File: src/rtl/atm_pkg.sv
// Shared types for the ATM session controller: FSM states, result kinds and op codes.
package atm_pkg;

  typedef enum logic [2:0] {IDLE, PIN_WAIT, MENU, EXEC, RESULT, EJECT} state_e;

  typedef enum logic [1:0] {RES_BAL, RES_DEP, RES_WD, RES_ERR} result_e;

  localparam logic [1:0] OP_EXIT = 2'b00;
  localparam logic [1:0] OP_BAL  = 2'b01;
  localparam logic [1:0] OP_DEP  = 2'b10;
  localparam logic [1:0] OP_WD   = 2'b11;

endpackage

File: src/rtl/atm_account_bank.sv
// Per-account storage: balances, wrong-PIN try counters and sticky lock bits.
// One shared read address for the session account, one balance write port.
module atm_account_bank
  import atm_pkg::*;
#(
  parameter int               NUM_ACCOUNTS = 4,
  parameter int               PIN_W        = 4,
  parameter int               BAL_W        = 16,
  parameter int               INIT_BALANCE = 500,
  parameter logic [PIN_W-1:0] DEFAULT_PIN  = 4'hA,
  parameter int               MAX_TRIES    = 3,
  localparam int              ACC_W        = $clog2(NUM_ACCOUNTS),
  localparam int              TRY_W        = $clog2(MAX_TRIES + 1)
) (
  input  logic             clk,
  input  logic             reset,
  input  logic [ACC_W-1:0] rd_acc,
  output logic [BAL_W-1:0] rd_bal,
  output logic [PIN_W-1:0] rd_pin,
  output logic             rd_locked,
  output logic             rd_last_try,
  input  logic             pin_fail,
  input  logic             pin_ok,
  input  logic             wr_en,
  input  logic [ACC_W-1:0] wr_acc,
  input  logic [BAL_W-1:0] wr_bal
);

  logic [BAL_W-1:0]        bal_q   [NUM_ACCOUNTS];
  logic [BAL_W-1:0]        bal_d   [NUM_ACCOUNTS];
  logic [TRY_W-1:0]        tries_q [NUM_ACCOUNTS];
  logic [TRY_W-1:0]        tries_d [NUM_ACCOUNTS];
  logic [NUM_ACCOUNTS-1:0] lock_q, lock_d;

  // PINs are fixed per account, so they are derived rather than stored.
  assign rd_pin      = DEFAULT_PIN ^ PIN_W'(rd_acc);
  assign rd_bal      = bal_q[rd_acc];
  assign rd_locked   = lock_q[rd_acc];
  assign rd_last_try = (tries_q[rd_acc] == TRY_W'(MAX_TRIES - 1));

  always_comb begin
    bal_d   = bal_q;
    tries_d = tries_q;
    lock_d  = lock_q;
    if (pin_ok) begin
      tries_d[rd_acc] = '0;
    end else if (pin_fail) begin
      if (rd_last_try) begin
        lock_d[rd_acc]  = 1'b1;
        tries_d[rd_acc] = '0;
      end else begin
        tries_d[rd_acc] = tries_q[rd_acc] + 1'b1;
      end
    end
    if (wr_en) bal_d[wr_acc] = wr_bal;
  end

  always_ff @(posedge clk or negedge reset) begin
    if (!reset) begin
      for (int k = 0; k < NUM_ACCOUNTS; k++) begin
        bal_q[k]   <= BAL_W'(INIT_BALANCE);
        tries_q[k] <= '0;
      end
      lock_q <= '0;
    end else begin
      bal_q   <= bal_d;
      tries_q <= tries_d;
      lock_q  <= lock_d;
    end
  end

endmodule

File: src/rtl/atm_multi_account_ctrl.sv
// ATM session controller: card/PIN handshake, operation loop, timeout and bank commit.
// Define ATM_SESSION_LIMIT_EN to cap the total withdrawn per session at WD_LIMIT.
module atm_multi_account_ctrl
  import atm_pkg::*;
#(
`ifdef ATM_SESSION_LIMIT_EN
  parameter int               WD_LIMIT     = 200,
`endif
  parameter int               NUM_ACCOUNTS = 4,
  parameter int               PIN_W        = 4,
  parameter int               BAL_W        = 16,
  parameter int               INIT_BALANCE = 500,
  parameter logic [PIN_W-1:0] DEFAULT_PIN  = 4'hA,
  parameter int               MAX_TRIES    = 3,
  parameter int               TIMEOUT_CYC  = 1000,
  localparam int              ACC_W        = $clog2(NUM_ACCOUNTS)
) (
  input  logic             clk,
  input  logic             reset,
  input  logic             card_in,
  input  logic [ACC_W-1:0] account_id,
  input  logic [PIN_W-1:0] pin,
  input  logic             pin_valid,
  input  logic             op_valid,
  input  logic [1:0]       op_code,
  input  logic [BAL_W-1:0] amount,
  input  logic             another_op,
  input  logic             eject_card,
  output logic             correct_pin,
  output logic             card_locked,
  output logic [BAL_W-1:0] balance_out,
  output logic             balance_valid,
  output logic             deposit_ok,
  output logic             withdraw_ok,
  output logic             op_error,
  output logic             session_done
);

  localparam int TMR_W = $clog2(TIMEOUT_CYC);

  state_e           state_q, state_d;
  result_e          res_q, res_d;
  logic [ACC_W-1:0] acc_q, acc_d, rd_acc;
  logic [1:0]       op_q, op_d;
  logic [BAL_W-1:0] amt_q, amt_d, res_bal_q, res_bal_d, bank_bal, wr_bal;
  logic [TMR_W-1:0] tmr_q, tmr_d;
  logic [PIN_W-1:0] bank_pin;
  logic [BAL_W:0]   dep_sum;
  logic             armed_q, armed_d, card_locked_q, card_locked_d;
  logic             bank_locked, bank_last_try, pin_fail, pin_ok, wr_en;
  logic             abort, timeout, wd_ok, in_result;

  // IDLE looks up the account on the card; afterwards the latched session account is used.
  assign rd_acc  = (state_q == IDLE) ? account_id : acc_q;
  assign abort   = !card_in || eject_card;
  assign timeout = (tmr_q == TMR_W'(TIMEOUT_CYC - 1));
  assign dep_sum = {1'b0, bank_bal} + {1'b0, amt_q};

  atm_account_bank #(
    .NUM_ACCOUNTS(NUM_ACCOUNTS), .PIN_W(PIN_W), .BAL_W(BAL_W),
    .INIT_BALANCE(INIT_BALANCE), .DEFAULT_PIN(DEFAULT_PIN), .MAX_TRIES(MAX_TRIES)
  ) u_bank (
    .clk(clk), .reset(reset), .rd_acc(rd_acc), .rd_bal(bank_bal), .rd_pin(bank_pin),
    .rd_locked(bank_locked), .rd_last_try(bank_last_try), .pin_fail(pin_fail),
    .pin_ok(pin_ok), .wr_en(wr_en), .wr_acc(acc_q), .wr_bal(wr_bal)
  );

`ifdef ATM_SESSION_LIMIT_EN
  logic [BAL_W-1:0] wd_total_q, wd_total_d;
  logic [BAL_W:0]   wd_sum;

  assign wd_sum = {1'b0, wd_total_q} + {1'b0, amt_q};
  assign wd_ok  = (wd_sum <= (BAL_W + 1)'(WD_LIMIT));

  always_comb begin
    wd_total_d = wd_total_q;
    if (state_q == EJECT) wd_total_d = '0;
    else if (state_q == EXEC && op_q == OP_WD && wr_en) wd_total_d = wd_sum[BAL_W-1:0];
  end

  always_ff @(posedge clk or negedge reset) begin
    if (!reset) wd_total_q <= '0;
    else        wd_total_q <= wd_total_d;
  end
`else
  assign wd_ok = 1'b1;
`endif

  always_comb begin
    state_d       = state_q;
    acc_d         = acc_q;
    op_d          = op_q;
    amt_d         = amt_q;
    res_d         = res_q;
    res_bal_d     = res_bal_q;
    armed_d       = armed_q;
    card_locked_d = 1'b0;
    pin_fail      = 1'b0;
    pin_ok        = 1'b0;
    wr_en         = 1'b0;
    wr_bal        = bank_bal;
    // A held card must be pulled out before another session may begin.
    if (!card_in) armed_d = 1'b1;
    case (state_q)
      IDLE: begin
        if (card_in && armed_q) begin
          armed_d = 1'b0;
          acc_d   = account_id;
          if (bank_locked) begin
            card_locked_d = 1'b1;
            state_d       = EJECT;
          end else begin
            state_d = PIN_WAIT;
          end
        end
      end
      PIN_WAIT: begin
        if (abort) begin
          state_d = EJECT;
        end else if (pin_valid) begin
          if (pin == bank_pin) begin
            pin_ok  = 1'b1;
            state_d = MENU;
          end else begin
            pin_fail = 1'b1;
            if (bank_last_try) begin
              card_locked_d = 1'b1;
              state_d       = EJECT;
            end
          end
        end else if (timeout) begin
          state_d = EJECT;
        end
      end
      MENU: begin
        if (abort) begin
          state_d = EJECT;
        end else if (op_valid) begin
          if (op_code == OP_EXIT) begin
            state_d = EJECT;
          end else begin
            op_d    = op_code;
            amt_d   = amount;
            state_d = EXEC;
          end
        end else if (timeout) begin
          state_d = EJECT;
        end
      end
      EXEC: begin
        state_d = RESULT;
        res_d   = RES_ERR;
        case (op_q)
          OP_BAL: res_d = RES_BAL;
          OP_DEP: begin
            if (amt_q != '0 && !dep_sum[BAL_W]) begin
              res_d  = RES_DEP;
              wr_en  = 1'b1;
              wr_bal = dep_sum[BAL_W-1:0];
            end
          end
          OP_WD: begin
            if (amt_q != '0 && amt_q <= bank_bal && wd_ok) begin
              res_d  = RES_WD;
              wr_en  = 1'b1;
              wr_bal = bank_bal - amt_q;
            end
          end
          default: res_d = RES_ERR;
        endcase
        res_bal_d = wr_bal;
      end
      RESULT:  state_d = (abort || !another_op) ? EJECT : MENU;
      EJECT:   state_d = IDLE;
      default: state_d = IDLE;
    endcase
  end

  // Idle timer only runs while waiting on the user and restarts on any strobe or state change.
  always_comb begin
    tmr_d = '0;
    if ((state_q == PIN_WAIT || state_q == MENU) && state_d == state_q && !pin_valid && !op_valid)
      tmr_d = tmr_q + 1'b1;
  end

  always_ff @(posedge clk or negedge reset) begin
    if (!reset) begin
      state_q       <= IDLE;
      acc_q         <= '0;
      op_q          <= OP_EXIT;
      amt_q         <= '0;
      res_q         <= RES_BAL;
      res_bal_q     <= '0;
      tmr_q         <= '0;
      armed_q       <= 1'b0;
      card_locked_q <= 1'b0;
    end else begin
      state_q       <= state_d;
      acc_q         <= acc_d;
      op_q          <= op_d;
      amt_q         <= amt_d;
      res_q         <= res_d;
      res_bal_q     <= res_bal_d;
      tmr_q         <= tmr_d;
      armed_q       <= armed_d;
      card_locked_q <= card_locked_d;
    end
  end

  assign in_result     = (state_q == RESULT);
  assign correct_pin   = (state_q == MENU) || (state_q == EXEC) || in_result;
  assign card_locked   = card_locked_q;
  assign session_done  = (state_q == EJECT);
  assign balance_out   = in_result ? res_bal_q : '0;
  assign balance_valid = in_result && (res_q == RES_BAL);
  assign deposit_ok    = in_result && (res_q == RES_DEP);
  assign withdraw_ok   = in_result && (res_q == RES_WD);
  assign op_error      = in_result && (res_q == RES_ERR);

endmodule
File: config.mk
export PLATFORM = sky130hd
export DESIGN_NAME = atm_multi_account_ctrl
export DESIGN_NICKNAME = d
export VERILOG_FILES = /design/src/rtl/atm_pkg.sv /design/src/rtl/atm_account_bank.sv /design/src/rtl/atm_multi_account_ctrl.sv
export SDC_FILE = /design/constraint.sdc
export NUM_CORES = 1
export LEC_CHECK = 0
export ABC_CLOCK_PERIOD_IN_PS = 14200
export CORE_UTILIZATION = 48
export CTS_CLUSTER_SIZE = 16
export DETAILED_ROUTE_END_ITERATION = 8
export PLACE_DENSITY = 0.71
export SYNTH_ARGS = -nofsm -noshare
export SYNTH_HDL_FRONTEND = slang
export SYNTH_SLANG_ARGS = --single-unit
File: constraint.sdc
create_clock -name clk -period 14.2 [get_ports clk]
set_input_delay 2.84 -clock clk [delete_from_list [all_inputs] [get_ports clk]]
set_output_delay 2.84 -clock clk [all_outputs]
set_load 0.01 [all_outputs]
# [Yosys cells after proc, flatten, opt, wreduce, memory -nomap -nowiden]
# Index checks and enable logic that the tools add are counted.
[totals] input_bits=31 ramBits=0 output_inout_bits=23 memories=0 regBits=129 romBits=0 latchBits=0
[classes] shift=0 n_eq_ne=15 reduce_logical=31 magnitude_cmp=7 n_div=0 n_mul=0 add_sub_neg=4 bitwise_logic=9 muxes=63
[ops] op="16-bit two-way mux" count=7
[ops] op="64-bit bitwise mux" count=1
[ops] op="3-bit two-way mux" count=11
[ops] op="16-bit binary-select mux with 2-bit select" count=1
[ops] op="16-bit demux with 2-bit select" count=1
[ops] op="16-bit one-hot mux with 2 select lines" count=1
[ops] op="8-bit two-way mux" count=3
[ops] op="1-bit two-way mux" count=23
[ops] op="16-bit by 16-bit adder with 17-bit output" count=1
[ops] op="16-bit less-or-equal comparator" count=1
[ops] op="16-bit nonzero test" count=1
[ops] op="16-bit subtractor" count=1
[ops] op="3-bit one-hot mux with 5 select lines" count=1
[ops] op="1-bit logical AND" count=13
[ops] op="10-bit by 1-bit adder with 10-bit output (second input constant)" count=1
[ops] op="10-bit equality test (second input constant)" count=1
[ops] op="2-bit equality test (second input constant)" count=5
[ops] op="10-bit two-way mux" count=1
[ops] op="2-bit two-way mux" count=5
[ops] op="8-bit AND" count=1
[ops] op="8-bit bitwise mux" count=1
[ops] op="8-bit inverter" count=1
[ops] op="3-bit by 2-bit equality test with 1-bit output (second input constant)" count=2
[ops] op="3-bit equality test (second input constant)" count=2
[ops] op="other kinds (27)" count=43

# [Logic depth before layout (Yosys ltp)]
[depth] depth_word=17 mapped_depth=17 depth_no_buf=14

# [By module]
# A second synthesis with hierarchy kept.
[hier_totals] cells_unflattened=782 area_unflattened_um2=7937.6
[modules_own_cells] module="atm_multi_account_ctrl" n_inst=1 area_per_inst_um2=4495.6 seq_area_each_um2=1326.3 cells_each=571
[modules_own_cells] module="atm_account_bank" n_inst=1 area_per_inst_um2=3442.1 seq_area_each_um2=1931.9 cells_each=211

# [Worst setup path before layout]
# OpenSTA, ideal clock, no wires.
[synth_path] path_type="in2reg" start="input port account_id[0]" end="register u_bank.bal_q[60] (netlist name)" arrival_time_ns=6.510 stages=15 setup_slack_ns=7.565 cell_sequence="mux2i_1 buf_2 buf_2 mux4_2 ha_1 buf_6 nor2_4 a221oi_2 nor4_2 o211ai_2 a21o_1 buf_6 a221o_1 a221o_1 mux2_2"
[synth_between] elab_chain_cells=12 elab_cells_between_ends=20 cone_classes="2 x add/sub; 1 x order compare; 13 x mux; 1 x bitwise; 3 x reduce/logical"
[synth_rtl] item="start, declared" line="atm_multi_account_ctrl.sv:21" source="input logic [ACC_W-1:0] account_id,"
[synth_rtl] item="2-bit two-way mux (*)" line="atm_multi_account_ctrl.sv:54" source="assign rd_acc = (state_q == IDLE) ? account_id : acc_q;"
[synth_rtl] item="2-bit inverter with 3-bit output (implied by the code) (*)" line="atm_account_bank.sv:37" source="assign rd_bal = bal_q[rd_acc];"
[synth_rtl] item="16-bit binary-select mux with 2-bit select (*)" line="atm_account_bank.sv:37"
[synth_rtl] item="16-bit two-way mux (implied by the code) (*) (2 in series)" line="atm_account_bank.sv:37"
[synth_rtl] item="16-bit by 16-bit adder with 17-bit output" line="atm_multi_account_ctrl.sv:57" source="assign dep_sum = {1'b0, bank_bal} + {1'b0, amt_q};"
[synth_rtl] item="1-bit logical NOT" line="atm_multi_account_ctrl.sv:156" source="if (amt_q != '0 && !dep_sum[BAL_W]) begin"
[synth_rtl] item="1-bit logical AND" line="atm_multi_account_ctrl.sv:156"
[synth_rtl] item="16-bit two-way mux" line="atm_multi_account_ctrl.sv:156"
[synth_rtl] item="16-bit one-hot mux with 2 select lines" line="atm_multi_account_ctrl.sv:153" source="case (op_q)"
[synth_rtl] item="16-bit two-way mux" line="atm_multi_account_ctrl.sv:104" source="case (state_q)"
[synth_rtl] item="64-bit bitwise mux" line="atm_account_bank.sv:55" source="if (wr_en) bal_d[wr_acc] = wr_bal;"
[synth_rtl] item="end signal, assigned by index" line="atm_account_bank.sv:61" source="bal_q[k] <= BAL_W'(INIT_BALANCE);"
[synth_rtl] item="end signal, assigned" line="atm_account_bank.sv:66" source="bal_q <= bal_d;"
[synth_rtl] item="end, declared" line="atm_account_bank.sv:29" source="logic [BAL_W-1:0] bal_q [NUM_ACCOUNTS];"
# Every way passes the cells marked *; elsewhere a longest branch is shown, timed or not. The select of a mux whose other input is x is not followed.
# A chain may end at the register's enable or synchronous reset.

# [Worst setup path in the final report]
[layout_path] start="input port account_id[1]" end="register u_bank.bal_q[47] (netlist name)"
# Same word-level chain as after synthesis.

==> flow_summary.toml <==
[synth]
synth.yosys.seq_area_share_pct = 42.22
synth_area_per_cell_um2 = 10.60
ys.flop_type = "dfrtp_1"
synth_seq_cells = 129
synthDistinctLibCells = 75
synth-edff-count = 0
synth_fa_ha_area_share_pct = 6.032
synth_top_area_share_pct = 34.05
synthSimpleGateAreaFrac_pct = 14.29
yosysWarnings = 0
async_flop_share_pct = 100.0
synth_mux_area_share_pct = 14.30
synth_area_um2 = 7716
synth_xor_area_share_pct = 1.930
synth_cells = 728
synthesis.nets = 795
synth-compound-area-share_pct = 16.83
synth_top_family_by_area = "compound AO/OA/AOI/OAI gates"
synth.area.top_cells = "dfrtp_1, dfstp_2, mux2_2"
synth_top_cell_by_area = "dfrtp_1"

[clock_network]
clk_latency_ns = 0.43
post_cts_buffers = 0
cts_resized = 0
ctsHtreeMaxLevel = 4
root_buffer = "clkbuf_16"
clk_path_buf_depth = 2
numCtsBuffers = 17
clock_sinks = 129
cts_tree = "built"
clk_pin_slew_ns = 0.06
cts_hold_buffers = 0

[final_layout]
drive_above_1_share_pct = 21.61
final_util_pct = 58.06
layout.cells.non_filler = 993
multi_input_area_um2 = 4148
area_growth_pct = 16.09
seq_area_um2 = 3258
diodes = 0
fin_nets = 836
nFillCells = 1299

[place]
place_congestion = 0.8592
dp.cells = 961
port_buffers = 53
dp.final_hpwl_mm = 14.69
pre_cts_slack_ns = 5.913

[die]
die_w_um = 128.8
fp.dieH_um = 128.8
die_area_um2 = 16590
initial_core_util_pct = 50.02
fp-row-count = 45
core_area_um2 = 15430
pin_count = 54

[routing]
routedWlPerCell_um = 20.72
drt-total-wl_mm = 20.57
first_pass_iters = 5
final_antenna_net_count = 0
vias = 6019
initialDrtViolationCount = 504
routed_via_density = 6.061
drcViolationCount = 0

[timing]
hold_viol_final = 0
final_max_slew_viol_count = 0
setup_ws_ns = 6.318
clock_skew_ns = 0.01180
setup_viol = 0
relSlewSlack_pct = 16.29
fin_crit_ns = 7.882
timing.fmax_mhz = 126.9
worstMarginPinSlew_ns = 1.250
fin_crit_sh_pct = 55.51
rsz0062_at_grt = "no"
setup_tns_ns = 0

[pwr]
power_density_nw_per_um2 = 167.1
seqPwrFrac_pct = 33.7
p_leak_nw = 3.813
swShare_pct = 37.37
power.switching_mw = 0.5593
internal_power_mw = 0.9374
peakVddDrop_mv = 0.1233
power.share.clock_pct = 28.4
comb_power_share_pct = 37.9

[hold_path]
hp-class = "flop to flop"

[grt]
grt_use_met1_pct = 34.54
gr-total-overflow = 0
grt_usage_pct = 26.52
grt-busiest-layer = "met2"
antenna_found_initial = 0
grt_pass1_wl_mm = 32.93
use_met3_pct = 5.322
first_global_vias = 6048
use_met2_pct = 44.42
grt_max_degree = 77

[worst_setup_path]
criticalPathCategory = "primary input to flop"
cp_max_fo = 20
required_ns = 14.51
start_kind = "primary input"
critPathCaptureType = "flop"
cp.arrival_ns = 8.19

[outcome]
status = "finished, final reports clean"

[run]
max_cap_viol_count = 0
layout by cell type, fill, tap and decap left out, types with 14 or more instances in the layout:
cell               n
nor2_1            47
dfstp_2           24
and2_1            21
ha_1              34
nand2_1           60
a21oi_1           30
clkdlybuf4s50_1   52
mux4_2            19
mux2_2            56
nor3_1            14
dfrtp_1          105
inv_1             35
o21ai_0           38
clkbuf_16         17
power groups by stage:
stage	Sequential [mW]	Combinational (mW)	Clock [mW]
after detailed placement	0.509	0.561	0
after global routing	0.514	0.617	0.449
after CTS	0.504	0.565	0.432
after floorplan	0.482	0.411	0
after global placement	0.505	0.548	0
final	0.505	0.567	0.425
metal layers:
metal,share of wire (%),vias up
met3,5.2,24
li1,-,2758
met4,1.5,0
met2,50,196
met5,0,-
met1,44,3041
flip-flops by register name (all words and copies together), names as in the netlist:
signal          cells
res_q               2
u_bank.bal_q       64
u_bank.lock_q       4
armed_q             1
card_locked         1
res_bal_q          16
tmr_q              10
amt_q              16
u_bank.tries_q      8
acc_q               2
op_q                2
state_q             3
Yosys cell counts, types with 5 or more instances:
cell	n
a211oi_1	6
a21o_1	5
a21oi_1	30
a221o_1	13
a221oi_1	5
a31oi_1	5
and2_1	21
and3_1	6
buf_2	19
clkbuf_1	13
dfrtp_1	105
dfstp_2	24
ha_1	34
inv_1	35
mux2_2	56
mux4_2	19
nand2_1	60
nand2b_1	9
nand3_1	13
nand4_1	6
nor2_1	47
nor2b_1	8
nor3_1	15
nor4_1	8
o21a_1	11
o21ai_0	38
o221ai_1	9
o22a_1	5
o31ai_1	11
xnor2_1	11
xor2_1	6
final timing paths:
check                                 start          endpoint  cells after the start  slack [ns]
max in group asynchronous             reset      res_bal_q[2]                      2       10.33
min in group asynchronous             reset         amt_q[12]                      1        2.46
max reg2reg                      state_q[1]  u_bank.bal_q[47]                     12        8.15
min                        u_bank.lock_q[3]  u_bank.lock_q[3]                      1        0.47
max                           account_id[1]  u_bank.bal_q[47]                     12        6.32
min reg2reg                u_bank.lock_q[3]  u_bank.lock_q[3]                      1        0.47
critical path, cell delays in order:
cell and delay [ns]:
clkdlybuf4s50_1 0.43, mux2i_2 0.56, buf_4 0.39, mux4_2 0.40, ha_1 0.50, nand4_1 0.25, nor4_1 0.42, a2111oi_2 0.13
a31oi_4 0.52, a211o_1 0.27, nand4b_1 0.83, mux2_1 0.64
layout make-up:
type / instances / share of cell area, %
Timing Repair Buffer: 60 / 6.481
Tap cell: 211 / 2.947
Inverter: 37 / 1.550
Sequential cell: 129 / 36.37
Clock buffer: 19 / 4.945
Clock inverter: 13 / 1.397
Multi-Input combinational cell: 524 / 46.31
cells by family (layout without fill, tap and decap cells):
group                      Yosys count  in the layout
AOI/OAI and AO/OA                  176            176
xor gates and xnor gates            17             17
adders and majority gates           36             36
buffers and inverters               75            129
DFF                                129            129
muxes                               79             79
and+or+nand+nor                    216            216
stage by stage:
stage | power (mW) | hold slack (ns) | area [um^2]
after floorplan | 0.8933 | 0.4226 | 7716
after global routing | 1.580 | 0.4772 | 8957
after CTS | 1.501 | 0.4625 | 8957
after global placement | 1.053 | 0.4330 | 8389
final | 1.497 | 0.4655 | 8957
after detailed placement | 1.070 | 0.4488 | 8389
(Power assumes the default switching activity.)
